==> src/rtl/register_file_16x32_pkg.sv <==
// -----------------------------------------------------------------------------
// register_file_16x32_pkg
// Shared definitions for the architectural register bank and the decoder that
// feeds it. Both sides import this package so the width, register count, the
// PC index and the E-bit-to-register mapping are defined in one place.
//
// Contents
//   WORD_W           default data width
//   NUM_REGS         number of architectural registers (R0..R15)
//   REG_ADDR_W       width of a register address
//   REG_PC           index of the program counter register
//   PC_STEP_DEFAULT  default PC auto-increment
//   pc_op_e          next-state selection for R15
//   e_bit_for_reg()  which write-enable bit selects register n
//   is_multi_hot()   true when more than one write-enable bit is set
// -----------------------------------------------------------------------------
package register_file_16x32_pkg;

    localparam int WORD_W          = 32;
    localparam int NUM_REGS        = 16;
    localparam int REG_ADDR_W      = 4;
    localparam int REG_PC          = 15;
    localparam int PC_STEP_DEFAULT = 4;

    // What R15 does at the next edge (reset is handled separately).
    typedef enum logic [1:0] {
        PC_HOLD,
        PC_LOAD,
        PC_INCR
    } pc_op_e;

    // The decoder is MSB-first: E[15] selects R0 and E[0] selects R15.
    function automatic int e_bit_for_reg(input int n);
        return NUM_REGS - 1 - n;
    endfunction

    // Clearing the lowest set bit leaves something only if two or more bits
    // were set; an all-zero vector is not multi-hot.
    function automatic logic is_multi_hot(input logic [NUM_REGS-1:0] e);
        return (e & (e - NUM_REGS'(1))) != '0;
    endfunction

endpackage

==> src/rtl/register_file_16x32_if.sv <==
// -----------------------------------------------------------------------------
// register_file_16x32_if
// Bundles the write, read and status signals of the register bank.
//
// Signals
//   e           one-hot write enables from the decoder (E[15-n] selects Rn)
//   pw          write data
//   sa, sb      read addresses for ports A and B
//   pc_inc      advance R15 by the PC step this cycle
//   pa, pb      contents of R[sa] / R[sb]
//   pc_out      contents of R15
//   onehot_err  high for the cycle after a malformed E was sampled
//
// Modports
//   master  the decoder / writeback / operand-fetch side
//   slave   the register bank
// -----------------------------------------------------------------------------
interface register_file_16x32_if
    import register_file_16x32_pkg::*;
#(
    parameter int WIDTH = WORD_W
) ();

    logic [NUM_REGS-1:0]   e;
    logic [WIDTH-1:0]      pw;
    logic [REG_ADDR_W-1:0] sa;
    logic [REG_ADDR_W-1:0] sb;
    logic                  pc_inc;
    logic [WIDTH-1:0]      pa;
    logic [WIDTH-1:0]      pb;
    logic [WIDTH-1:0]      pc_out;
    logic                  onehot_err;

    modport master (
        output e, pw, sa, sb, pc_inc,
        input  pa, pb, pc_out, onehot_err
    );

    modport slave (
        input  e, pw, sa, sb, pc_inc,
        output pa, pb, pc_out, onehot_err
    );

endinterface

==> src/rtl/register_file_16x32_register_ld.sv <==
// -----------------------------------------------------------------------------
// register_ld
// WIDTH-bit register with synchronous active-high reset to RESET_VAL and a
// load enable. Used for the general-purpose registers R0..R14.
//
// Ports
//   i_clk    clock, rising edge
//   i_reset  synchronous reset, active high, overrides i_load
//   i_load   capture i_d at the next edge
//   i_d      data in
//   o_q      registered value
// -----------------------------------------------------------------------------
module register_ld #(
    parameter int              WIDTH     = 32,
    parameter logic [WIDTH-1:0] RESET_VAL = '0
) (
    input  logic             i_clk,
    input  logic             i_reset,
    input  logic             i_load,
    input  logic [WIDTH-1:0] i_d,
    output logic [WIDTH-1:0] o_q
);

    logic [WIDTH-1:0] r_q;

    // NOTE: state is updated with <= so every register samples its inputs as
    // they were before the edge, regardless of block evaluation order.
    always_ff @(posedge i_clk) begin
        if (i_reset) begin
            r_q <= RESET_VAL;
        end else if (i_load) begin
            r_q <= i_d;
        end
    end

    assign o_q = r_q;

endmodule

==> src/rtl/register_file_16x32.sv <==
// -----------------------------------------------------------------------------
// register_file_16x32
// Architectural register bank R0..R15 driven directly by the one-hot write
// enables of the 4-to-16 decoder. R15 is the PC: a legal write to it wins,
// otherwise it advances by PC_STEP when pc_inc is high. A write-enable vector
// with two or more bits set is rejected as a whole (no register write, no PC
// advance) and flagged on onehot_err for the following cycle.
//
// Ports
//   i_clk    clock, rising edge
//   i_reset  synchronous reset, active high; clears R0..R14, loads R15 with
//            PC_RESET, clears onehot_err, and overrides any write/increment
//   bus      register_file_16x32_if.slave
//              in : e, pw, sa, sb, pc_inc
//              out: pa, pb (combinational read muxes, no write bypass),
//                   pc_out (R15), onehot_err (registered)
// -----------------------------------------------------------------------------
module register_file_16x32
    import register_file_16x32_pkg::*;
#(
    parameter int              WIDTH    = WORD_W,
    parameter int              PC_STEP  = PC_STEP_DEFAULT,
    parameter logic [WIDTH-1:0] PC_RESET = '0
) (
    input  logic                   i_clk,
    input  logic                   i_reset,
    register_file_16x32_if.slave   bus
);

    logic             w_multi_hot;
    logic [WIDTH-1:0] w_regs [NUM_REGS];
    logic [WIDTH-1:0] r_pc;
    logic             r_onehot_err;
    pc_op_e           w_pc_op;

    // E = 0 is a legal no-op; only two or more set bits are an error.
    assign w_multi_hot = is_multi_hot(bus.e);

    // -------------------------------------------------------------------------
    // R0..R14: plain load-enabled registers. A malformed E blocks every load,
    // so a legal E can enable at most one of them.
    // -------------------------------------------------------------------------
    for (genvar n = 0; n < NUM_REGS - 1; n++) begin : g_gpr
        localparam int EBIT = e_bit_for_reg(n);

        register_ld #(
            .WIDTH     (WIDTH),
            .RESET_VAL ('0)
        ) u_reg (
            .i_clk   (i_clk),
            .i_reset (i_reset),
            .i_load  (bus.e[EBIT] & ~w_multi_hot),
            .i_d     (bus.pw),
            .o_q     (w_regs[n])
        );
    end

    // -------------------------------------------------------------------------
    // R15 / PC: load beats increment; a malformed E freezes it.
    // -------------------------------------------------------------------------
    // NOTE: every combinational output gets a default before any branch, so
    // no path leaves it unassigned and no latch is inferred.
    always_comb begin
        w_pc_op = PC_HOLD;
        if (!w_multi_hot) begin
            if (bus.e[e_bit_for_reg(REG_PC)]) begin
                w_pc_op = PC_LOAD;
            end else if (bus.pc_inc) begin
                w_pc_op = PC_INCR;
            end
        end
    end

    // The increment wraps modulo 2^WIDTH by truncation.
    always_ff @(posedge i_clk) begin
        if (i_reset) begin
            r_pc <= PC_RESET;
        end else begin
            case (w_pc_op)
                PC_LOAD: r_pc <= bus.pw;
                PC_INCR: r_pc <= r_pc + WIDTH'(PC_STEP);
                default: r_pc <= r_pc;
            endcase
        end
    end

    assign w_regs[REG_PC] = r_pc;

    // -------------------------------------------------------------------------
    // Error flag: one cycle of onehot_err per malformed E, cleared by any edge
    // with a legal E (including all-zero).
    // -------------------------------------------------------------------------
    always_ff @(posedge i_clk) begin
        if (i_reset) begin
            r_onehot_err <= 1'b0;
        end else begin
            r_onehot_err <= w_multi_hot;
        end
    end

    // -------------------------------------------------------------------------
    // Read ports: pure muxes of current state. A register written this cycle
    // still reads its old value until the edge.
    // -------------------------------------------------------------------------
    always_comb begin
        bus.pa = w_regs[bus.sa];
        bus.pb = w_regs[bus.sb];
    end

    assign bus.pc_out     = r_pc;
    assign bus.onehot_err = r_onehot_err;

endmodule
==> src/flat_wrapper.sv <==
// flat-port wrapper written by rule: the top's interface ports become plain ports
module register_file_16x32_flat import register_file_16x32_pkg::*;
#(
    parameter int              WIDTH    = WORD_W,
    parameter int              PC_STEP  = PC_STEP_DEFAULT,
    parameter logic [WIDTH-1:0] PC_RESET = '0
)
  (i_clk, i_reset, bus_e, bus_pw, bus_sa, bus_sb, bus_pc_inc, bus_pa, bus_pb, bus_pc_out, bus_onehot_err);
  register_file_16x32_if #(.WIDTH(WIDTH)) bus_i ();
  input  logic i_clk;
  input  logic i_reset;
  input wire logic [$bits(bus_i.e)-1:0] bus_e;
  input wire logic [$bits(bus_i.pw)-1:0] bus_pw;
  input wire logic [$bits(bus_i.sa)-1:0] bus_sa;
  input wire logic [$bits(bus_i.sb)-1:0] bus_sb;
  input wire logic [$bits(bus_i.pc_inc)-1:0] bus_pc_inc;
  output wire logic [$bits(bus_i.pa)-1:0] bus_pa;
  output wire logic [$bits(bus_i.pb)-1:0] bus_pb;
  output wire logic [$bits(bus_i.pc_out)-1:0] bus_pc_out;
  output wire logic [$bits(bus_i.onehot_err)-1:0] bus_onehot_err;
  assign bus_i.e = bus_e;
  assign bus_i.pw = bus_pw;
  assign bus_i.sa = bus_sa;
  assign bus_i.sb = bus_sb;
  assign bus_i.pc_inc = bus_pc_inc;
  assign bus_pa = bus_i.pa;
  assign bus_pb = bus_i.pb;
  assign bus_pc_out = bus_i.pc_out;
  assign bus_onehot_err = bus_i.onehot_err;
  register_file_16x32 #(.WIDTH(WIDTH), .PC_STEP(PC_STEP), .PC_RESET(PC_RESET)) u_core (.i_clk(i_clk), .i_reset(i_reset), .bus(bus_i));
endmodule
==> config.mk <==
export PLATFORM = sky130hd
export DESIGN_NAME = register_file_16x32_flat
export DESIGN_NICKNAME = d
export VERILOG_FILES = /design/src/rtl/register_file_16x32_pkg.sv /design/src/rtl/register_file_16x32_if.sv /design/src/rtl/register_file_16x32_register_ld.sv /design/src/rtl/register_file_16x32.sv /design/src/flat_wrapper.sv
export SDC_FILE = /design/constraint.sdc
export NUM_CORES = 1
export LEC_CHECK = 0
export BUFFER_PORTS_ARGS = -buffer_cell sky130_fd_sc_hd__buf_2
export CAP_MARGIN = 20
export CELL_PAD_IN_SITES_DETAIL_PLACEMENT = 1
export CELL_PAD_IN_SITES_GLOBAL_PLACEMENT = 1
export CORE_ASPECT_RATIO = 1.25
export CORE_MARGIN = 4
export CORE_UTILIZATION = 49
export DETAILED_ROUTE_END_ITERATION = 8
export PLACE_DENSITY_LB_ADDON = 0.15
export SLEW_MARGIN = 20
export SYNTH_ARGS = -nofsm -noshare
export SYNTH_HDL_FRONTEND = slang
export SYNTH_SLANG_ARGS = --single-unit
export TNS_END_PERCENT = 100
==> constraint.sdc <==
create_clock -name i_clk -period 4.9 [get_ports i_clk]
set_clock_uncertainty 0.15 [all_clocks]
set_input_delay 0.245 -clock i_clk [delete_from_list [all_inputs] [get_ports i_clk]]
set_output_delay 0.245 -clock i_clk [all_outputs]
set_load 0.05 [all_outputs]
# [After elaboration in Yosys (flattened, before gate mapping)]
# Index checks and enable logic that the tools add are counted.
[op_classes] add_sub_neg=2 magnitude_cmp=2 n_eq_ne=2 muxes=10 bitwise_logic=19 n_reduce_logical=2
[ops] operator="32-bit binary-select mux with 4-bit select" count=2
[ops] operator="32-bit two-way mux" count=4
[ops] operator="32-bit one-hot mux with 2 select lines" count=1
[ops] operator="32-bit by 3-bit adder with 32-bit output, second input constant" count=1
[ops] operator="16-bit bitwise AND" count=1
[ops] operator="16-bit nonzero test" count=1
[ops] operator="16-bit by 1-bit subtractor with 16-bit output, second input constant" count=1
[ops] operator="1-bit bitwise AND" count=15
[ops] operator="5-bit greater-or-equal comparator, second input constant" count=2
[ops] operator="4-bit NOT with 5-bit output" count=2
[ops] operator="2-bit two-way mux" count=3
[ops] operator="2-bit by 1-bit == test with 1-bit output, second input constant" count=1
[ops] operator="2-bit == test, second input constant" count=1
[ops] operator="2-bit nonzero test" count=1
[ops] operator="1-bit NOT" count=1
[totals] reg_bits=513 output_inout_bits=97

# [Depth between registers and ports, before layout]
# Gate-level depths: netlist of run 1.
[depth] ltp_word=6 mapped_depth=15

# [Modules after synthesis]
# Synthesis of run 1 repeated with hierarchy kept, for this count alone.
[unflattened] cells_unflattened=2291 area_unflattened_um2=27555.2
[modules_own_cells] module="register_ld" n_inst=15 cells_each=103 area_each_um2=1163.6
[modules_own_cells] module="register_file_16x32" n_inst=1 cells_each=746 area_each_um2=10100.9

# [Worst setup path after synthesis of run 1]
# Ideal clock, no wire load.
[synth_path] path_type="input port to flip-flop" from="in bus_e[5]" to="reg u_core.r_pc[23], in the netlist u_core.bus.pc_out[23]" t_arrival_ns=3.683 setup_slack_ns=0.993 path_stages=14 cell_sequence="or4_4 -> nor4_4 -> a21boi_0 -> a211oi_2 -> buf_6 -> and4_1 -> and3b_1 -> ha_1 -> clkbuf_1 -> inv_1 -> nand2_1 -> nor2_1 -> or4b_2 -> a31oi_1"
[synth_between] elab_chain_len=6 word_cells_on_any_way=8 classes_between="add/sub: 1; eq/ne: 2; mux: 2; bitwise: 1; reduce/logical: 2"
[synth_lines] item="start: declaration" line="flat_wrapper.sv:12" rtl="input wire logic [$bits(bus_i.e)-1:0] bus_e;"
[synth_lines] item="16-bit by 1-bit subtractor with 16-bit output" line="register_file_16x32_pkg.sv:40" rtl="return (e & (e - NUM_REGS'(1))) != '0;"
[synth_lines] item="16-bit bitwise AND (*)" line="register_file_16x32_pkg.sv:40"
[synth_lines] item="16-bit nonzero test (*)" line="register_file_16x32_pkg.sv:40"
[synth_lines] item="2-bit two-way mux (*)" line="register_file_16x32.sv:65" rtl="if (!w_multi_hot) begin"
[synth_lines] item="2-bit == test or 2-bit by 1-bit == test with 1-bit output (tied branches)" line="register_file_16x32.sv:79" rtl="case (w_pc_op)"
[synth_lines] item="32-bit one-hot mux with 2 select lines or 2-bit nonzero test (tied branches)"
[synth_lines] item="end signal: assignment" line="register_file_16x32.sv:80" rtl="PC_LOAD: r_pc <= bus.pw;"
[synth_lines] item="end signal: assignment" line="register_file_16x32.sv:81" rtl="PC_INCR: r_pc <= r_pc + WIDTH'(PC_STEP);"
[synth_lines] item="end signal: assignment" line="register_file_16x32.sv:82" rtl="default: r_pc <= r_pc;"
[synth_lines] item="end: declaration" line="register_file_16x32.sv:32" rtl="logic [WIDTH-1:0] r_pc;"
# Mark *: on every way between the ends. The rest lies on a longest branch, timed or not.
# A chain may end at the register's enable or synchronous reset.

# [Final worst setup path of run 1]
[layout_path] from="in bus_e[0]" to="reg u_core.r_pc[23], in the netlist u_core.bus.pc_out[23]"
[layout_between] elab_chain_len=6 word_cells_on_any_way=9 classes_between="add/sub: 1; eq/ne: 2; mux: 3; bitwise: 1; reduce/logical: 2"
[layout_lines] item="16-bit by 1-bit subtractor with 16-bit output" line="register_file_16x32_pkg.sv:40"
[layout_lines] item="16-bit bitwise AND" line="register_file_16x32_pkg.sv:40"
[layout_lines] item="16-bit nonzero test" line="register_file_16x32_pkg.sv:40"
[layout_lines] item="2-bit two-way mux (*)" line="register_file_16x32.sv:65"
[layout_lines] item="2-bit == test or 2-bit by 1-bit == test with 1-bit output (tied branches)" line="register_file_16x32.sv:79"
[layout_lines] item="32-bit one-hot mux with 2 select lines or 2-bit nonzero test (tied branches)"
# Marked as above.

==> results.py, run 1 <==
metrics = {
    "floorplan": {
        "dieArea_um2": 58600,
        "core_um2": 54000,
        "die_w_um": 217,
        "num_rows": 95,
        "pin_count": 156,
        "initial_core_util_pct": 49.8,
        "die_y_um": 270,
    },
    "setup_path": {
        "r2r_start": "u_core.bus.pc_out[16]",
        "slowest_delay_ns": 0.60,
        "startpoint_type": "input pin",
        "worstRegToRegCells": 6,
        "worstPathRequired_ns": 5.28,
        "worst-setup-path-type": "input pin to flop",
        "reg2reg_setup_slack_ns": 1.91,
        "cp_data_arrival_time_ns": 4.03,
        "crit_fanout": 9,
        "end_kind": "flop",
        "critical_path.cell_chain": "buf_2 -> or3_1 -> or4_1 -> maj3_2 -> nor2_8 -> and4_1 -> and3b_1 -> ha_2 -> inv_1 -> nand2_1 -> nor2_1 -> or4b_2 -> a31oi_1",
        "worstReg2RegEnd": "u_core.bus.pc_out[30]",
        "worst_path_max_delay_cell": "or4b_2",
    },
    "synth": {
        "ys_top_cells_by_area": "dfxtp_1, mux4_2, mux2i_1",
        "yosysSeqAreaShare_pct": 38.3,
        "synth_edf_count": 0,
        "yosys.area.top_type": "dfxtp_1",
        "ys_ff_latch": 513,
        "netlist_area_um2": 26800,
        "synth_cell_type_count": 54,
        "synth.yosys.warnings": 0,
        "synthCells": 2403,
        "synth.top_cell.area_share_pct": 38.3,
        "syn_area_per_cell_um2": 11.2,
        "syn-num-nets": 2465,
        "async_flop_share_pct": 0,
        "synthFlopType": "dfxtp_1",
    },
    "sta": {
        "max_freq_mhz": 274,
        "relSlewSlack_pct": 27.8,
        "finalHoldViolCount": 0,
        "layout_setup_ws_ns": 1.25,
        "setup_violations": 0,
        "period_share_pct": 74.5,
        "slew_viol_final": 0,
        "timing.hold.ws_ns": 0.123,
        "rsz0062_at_grt": "no",
        "fin_crit_ns": 3.65,
        "worstMarginPinSlew_ns": 1.08,
        "fin_setup_tns_ns": 0,
    },
    "final_layout": {
        "finalNetCount": 2522,
        "fill_cells": 5689,
        "diodes": 0,
        "drive_gt1_share_pct": 25.7,
        "area_growth_syn_to_layout_pct": 12.6,
    },
    "clocking": {
        "cts_tree": "built",
        "clkLatencyLatePin_ns": 0.61,
        "cts_root_buf": "clkbuf_16",
        "clk_path_buf_depth": 3,
        "cts_sinks": 513,
        "cts_buffers": 55,
        "htree_levels": 2,
        "ctsResizeCount": 0,
        "postCtsSetupBuffers": 0,
        "hold_buffers": 36,
        "clk_pin_slew_ns": 0.06,
    },
    "grt": {
        "grt_overflow": 0,
        "grt_pass1_vias": 22400,
        "grt_usage_pct": 30.0,
        "grt_first_pass_wirelength_mm": 136,
        "antenna_found_initial": 2,
        "grt_max_degree": 126,
    },
    "placed_design": {
        "hpwl_mm": 53.6,
        "place.port_buffers": 155,
        "pre_cts_ws_ns": 0.644,
        "routabilityCongestion": 0.799,
    },
    "drt": {
        "drc": 0,
        "via_count": 20500,
        "drtAntennaViolNets": 0,
        "drt-total-wl_mm": 88.7,
        "vias_per_cell": 6.36,
        "first_pass_iters": 5,
        "wl_per_cell_um": 27.5,
        "drt-initial-drc-count": 1509,
    },
    "power_and_ir_drop": {
        "ir_drop_v": 0.000254,
        "power_w": 0.00886,
        "pwr_density_cell_nw_per_um2": 293,
        "leakage_nw": 13.4,
    },
    "min_path": {
        "hold_path_depth": 5,
        "worstHoldStart": "bus_pc_inc",
        "worstHoldPathType": "input pin to flop",
        "min_to": "u_core.bus.pc_out[1]",
    },
    "outcome": {
        "outcome": "finished clean",
    },
    "flow_run": {
        "maxCapViolCount": 0,
    },
}
[kinds of logic (layout without fill, tap and decap cells)]
| group | count (synthesis) | after routing | synth area share (%) |
|---|---|---|---|
| compound gates | 159 | 159 | 3.47 |
| fa+ha+maj | 6 | 6 | 0.256 |
| buf+inv | 246 | 343 | 3.69 |
| flops | 513 | 513 | 38.3 |
| mux | 738 | 738 | 42.4 |
| simple gates | 741 | 741 | 11.9 |
[stage by stage]
step | area (um^2) | util (%) | instances
2_1_floorplan | 26800 | - | 2403
5_1_grt | 30200 | 56.0 | 3227
3_5_place_dp | 28100 | 52.1 | 3094
6_report | 30200 | 56.0 | 3227
3_3_place_gp | 28100 | 52.1 | 3094
4_1_cts | 30200 | 56.0 | 3227
[power breakdown]
group	switching, W	internal, W
combinational	0.000371	0.000186
sequential	0.00000136	0.00417
clock	0.00177	0.00236
[flip-flops by register name, indices dropped and copies added, names as in the netlist]
signal and count:
u_core.g_gpr.u_reg.o_q 480, u_core.bus.pc_out 32, u_core.bus.onehot_err 1
[cells in the mapped netlist (3+ instances only)]
cell,n
a211oi_1,5
a21oi_1,100
a22oi_1,6
a31oi_1,8
a41oi_1,3
and2_1,7
and3_1,5
and4_1,5
buf_1,30
buf_2,38
buf_4,3
clkbuf_1,167
dfxtp_1,513
ha_1,3
inv_1,6
mux2i_1,418
mux4_2,320
nand2_1,547
nand2b_1,4
nand3_1,16
nand4_1,5
nand4_4,3
nand4b_4,6
nor2_1,102
nor3_1,14
nor4_1,4
o21a_1,3
o21ai_0,11
o221a_2,6
o22ai_1,9
or2_2,3
or3_1,6
or4_1,3
[worst max path at each step]
stage / startpoint / to
after detailed placement: bus_e[0] / u_core.bus.pc_out[23]
after CTS: bus_e[0] / u_core.bus.pc_out[23]
final: bus_e[0] / u_core.bus.pc_out[23]
after global placement: bus_e[0] / u_core.bus.pc_out[23]
after floorplan: bus_e[5] / u_core.bus.pc_out[23]
after global routing: bus_e[0] / u_core.bus.pc_out[23]
[layer usage]
metal	GRT usage (%)	wire length, um
met1	37.1	35100
met2	54.1	46400
met3	4.14	4190
met4	9.71	2990
met5	0	13
[placed cells by master (no fill, tap or decap), types with 4 or more instances in the layout]
master,instances
clkbuf_1,11
or3_1,5
clkbuf_8,19
o221a_2,6
nand4_1,5
a21oi_1,100
clkinv_2,11
o21ai_0,11
nor2_1,102
buf_4,39
mux4_2,320
o22ai_1,9
nand3_1,15
and3_1,4
dfxtp_1,513
nand2_1,547
buf_12,9
mux2i_1,418
inv_1,6
a211oi_1,5
a22oi_1,6
nor4_1,4
and2_1,7
dlygate4sd3_1,36
nand2b_1,4
a31oi_1,8
buf_2,150
and4_1,5
clkbuf_16,55
nand4b_4,7
nor3_1,13
[critical path, delay by kind of cell]
kind,cells,cell delay (ns)
buffers and inverters,2,0.24
AO/OA/AOI/OAI,1,0.17
adder cells (fa/ha/maj),2,0.65
AND/OR/NAND/NOR,8,2.74
[area by class of cell]
cell class	count	area [um^2]	share of cell area [%]
multi-input combinational	1644	15600	51.7
sequential	513	10300	34.0
clock buffer	83	1650	5.46
timing repair buffer	239	1650	5.44
tap	727	910	3.01
clock inverter	14	101	0.335
inverter	7	33.8	0.112
No activity file was read; power rests on OpenSTA's default activity.
==> inputs of run 2 (changes only) <==
Clock period 4.9 ns to 3.55 ns, I/O delays scaled along.
==> run 2 against run 1 <==
Net effect: sequential power up 38%; critical path type unchanged; die area unchanged; highest routed layer is now met4; sequential cell count unchanged; clock power up 43%; critical path depth up 1.
==> results.py, run 2 (synthesis results as in run 1) <==
metrics = {
    "final_layout": {
        "finalNetCount": 2562,
        "utilization_pct": 57.2,
        "final_cell_mix": "nand2_1, dfxtp_1, mux2i_1",
        "design_area_um2": 30900,
        "final_common_cell": "nand2_1",
        "largest_reg_flops": 480,
        "diodes": 0,
        "multi_input_area_um2": 15700,
        "drive_gt1_share_pct": 27.1,
        "seq_area_um2": 10300,
        "area_growth_syn_to_layout_pct": 15.0,
        "fill_cells": 5607,
    },
    "outcome": {
        "outcome": "finished clean",
    },
    "setup_path": {
        "worstRegToRegCells": 6,
        "cp_data_arrival_time_ns": 3.69,
        "startpoint_type": "input pin",
        "crit_start": "bus_e[10]",
        "end_kind": "flop",
        "worstReg2RegEnd": "u_core.bus.pc_out[30]",
        "r2r_start": "u_core.bus.pc_out[17]",
        "crit_fanout": 4,
        "reg2reg_setup_slack_ns": 0.74,
        "worstPathRequired_ns": 3.92,
        "worstSetupEndpoint": "u_core.bus.pc_out[23]",
        "worst-setup-path-type": "input pin to flop",
    },
    "power_and_ir_drop": {
        "leakage_nw": 13.7,
        "power_w": 0.0125,
        "ir_drop_v": 0.000431,
        "pwr_density_cell_nw_per_um2": 404,
    },
    "floorplan": {
        "initial_core_util_pct": 49.8,
        "core_um2": 54000,
        "pin_count": 156,
        "dieArea_um2": 58600,
        "die_w_um": 217,
        "num_rows": 95,
        "die_y_um": 270,
    },
    "drt": {
        "wirelength_met1_mm": 36.3,
        "vias_per_cell": 6.34,
        "routed-wl-met2_mm": 46.7,
        "via_count": 20700,
        "wl_met3_mm": 4.12,
        "drc": 0,
        "drtAntennaViolNets": 0,
        "top_layer_used": "met4",
        "drt-total-wl_mm": 90.2,
        "wl_per_cell_um": 27.6,
        "first_pass_iters": 5,
        "drt-initial-drc-count": 1424,
    },
    "placed_design": {
        "place_area_um2": 28600,
        "place.port_buffers": 155,
        "hpwl_mm": 55.7,
        "routabilityCongestion": 0.811,
    },
    "clocking": {
        "cts_sinks": 513,
        "clkLatencyLatePin_ns": 0.61,
        "clk_pin_slew_ns": 0.06,
        "htree_levels": 2,
        "cts_buffers": 54,
        "clk_path_buf_depth": 3,
        "cts_root_buf": "clkbuf_16",
        "cts_tree": "built",
    },
    "sta": {
        "period_share_pct": 93.5,
        "max_freq_mhz": 301,
        "setup_violations": 0,
        "fin_crit_ns": 3.32,
        "rsz0062_at_grt": "no",
        "relSlewSlack_pct": 30.4,
        "finalHoldViolCount": 0,
        "slew_viol_final": 0,
        "worstMarginPinSlew_ns": 1.04,
    },
    "grt": {
        "grt_first_pass_wirelength_mm": 138,
        "antenna_found_initial": 0,
        "grt_max_degree": 89,
        "grt_pass1_vias": 22800,
        "grt_usage_pct": 30.4,
        "grt_overflow": 0,
    },
    "flow_run": {
        "maxCapViolCount": 0,
    },
    "min_path": {
        "worstHoldPathType": "input pin to flop",
    },
}
[run 2: cell types whose count changed in the layout (fill, tap and decap cells not counted), moves of 2 or more]
cell	previous run	this run
clkbuf_16	55	57
clkbuf_1	11	14
buf_2	150	147
buf_4	39	67
buf_12	9	25
clkbuf_8	19	14
bufinv_16	1	4
[run 2: how the worst min path moves through the flow]
stage,startpoint,endpoint,cells after the start,slack [ns]
after floorplan,bus_pw[0],u_core.g_gpr[0].u_reg.o_q[0],2,0.16
after global placement,u_core.g_gpr[7].u_reg.o_q[28],u_core.g_gpr[7].u_reg.o_q[28],2,0.30
after detailed placement,u_core.g_gpr[1].u_reg.o_q[4],u_core.g_gpr[1].u_reg.o_q[4],2,0.31
after CTS,bus_pc_inc,u_core.bus.pc_out[1],5,0.04
after global routing,bus_pc_inc,u_core.bus.pc_out[1],5,0.11
final,bus_pc_inc,u_core.bus.pc_out[1],5,0.06
[run 2: per-layer routing]
metal  track usage (%)  up-vias
met2              53.7      578
met5                 0        -
met3              4.18      177
met4              10.6        0
li1                  -     9000
met1              38.1    11000
[run 2: critical path: stages]
cell and delay (ns):
dlygate4sd3_1 0.53, buf_2 0.16, or3_1 0.41, nor4_4 0.28, o22ai_2 0.18, a211oi_4 0.25, and4_4 0.33, and3b_1 0.22
ha_4 0.22, inv_4 0.06, nand2_4 0.04, nor2_1 0.07, or4b_2 0.59, a31oi_1 0.19
[run 2: where the power goes]
part / total, W / internal, W / leakage [nW] / switching, W
clock: 0.00591 / 0.00347 / 0.905 / 0.00244
sequential: 0.00576 / 0.00576 / 4.13 / 0.00000187
combinational: 0.000815 / 0.000288 / 8.69 / 0.000527
[run 2: stage by stage]
stage,std cells,TNS [ns],hold slack [ns],setup slack [ns]
CTS,3269,0,0.0383,0.0549
floorplan,2403,-0.0362,0.163,-0.0362
detailed placement,3133,-0.105,0.314,-0.0736
global route,3271,0,0.113,0.134
finish,3271,0,0.0631,0.231
global placement,3133,-0.0117,0.298,-0.0117
[run 2: area by class of cell]
type                       count  share of cell area, %
clock buffer                  83                   5.33
timing repair buffer         280                   7.01
clock inverter                17                  0.628
tap                          727                   2.95
inverter                       7                  0.118
multi-input combinational   1644                   50.7
sequential                   513                   33.3
[run 2: timing repair]
item / 4_1_cts / 5_1_grt
buffers inserted: 0 / 3
endpoints found under the setup margin: 0 / 10
resized for setup: 0 / 4
hold buffers: 36 / 0
hold endpoints to repair: 173 / 0
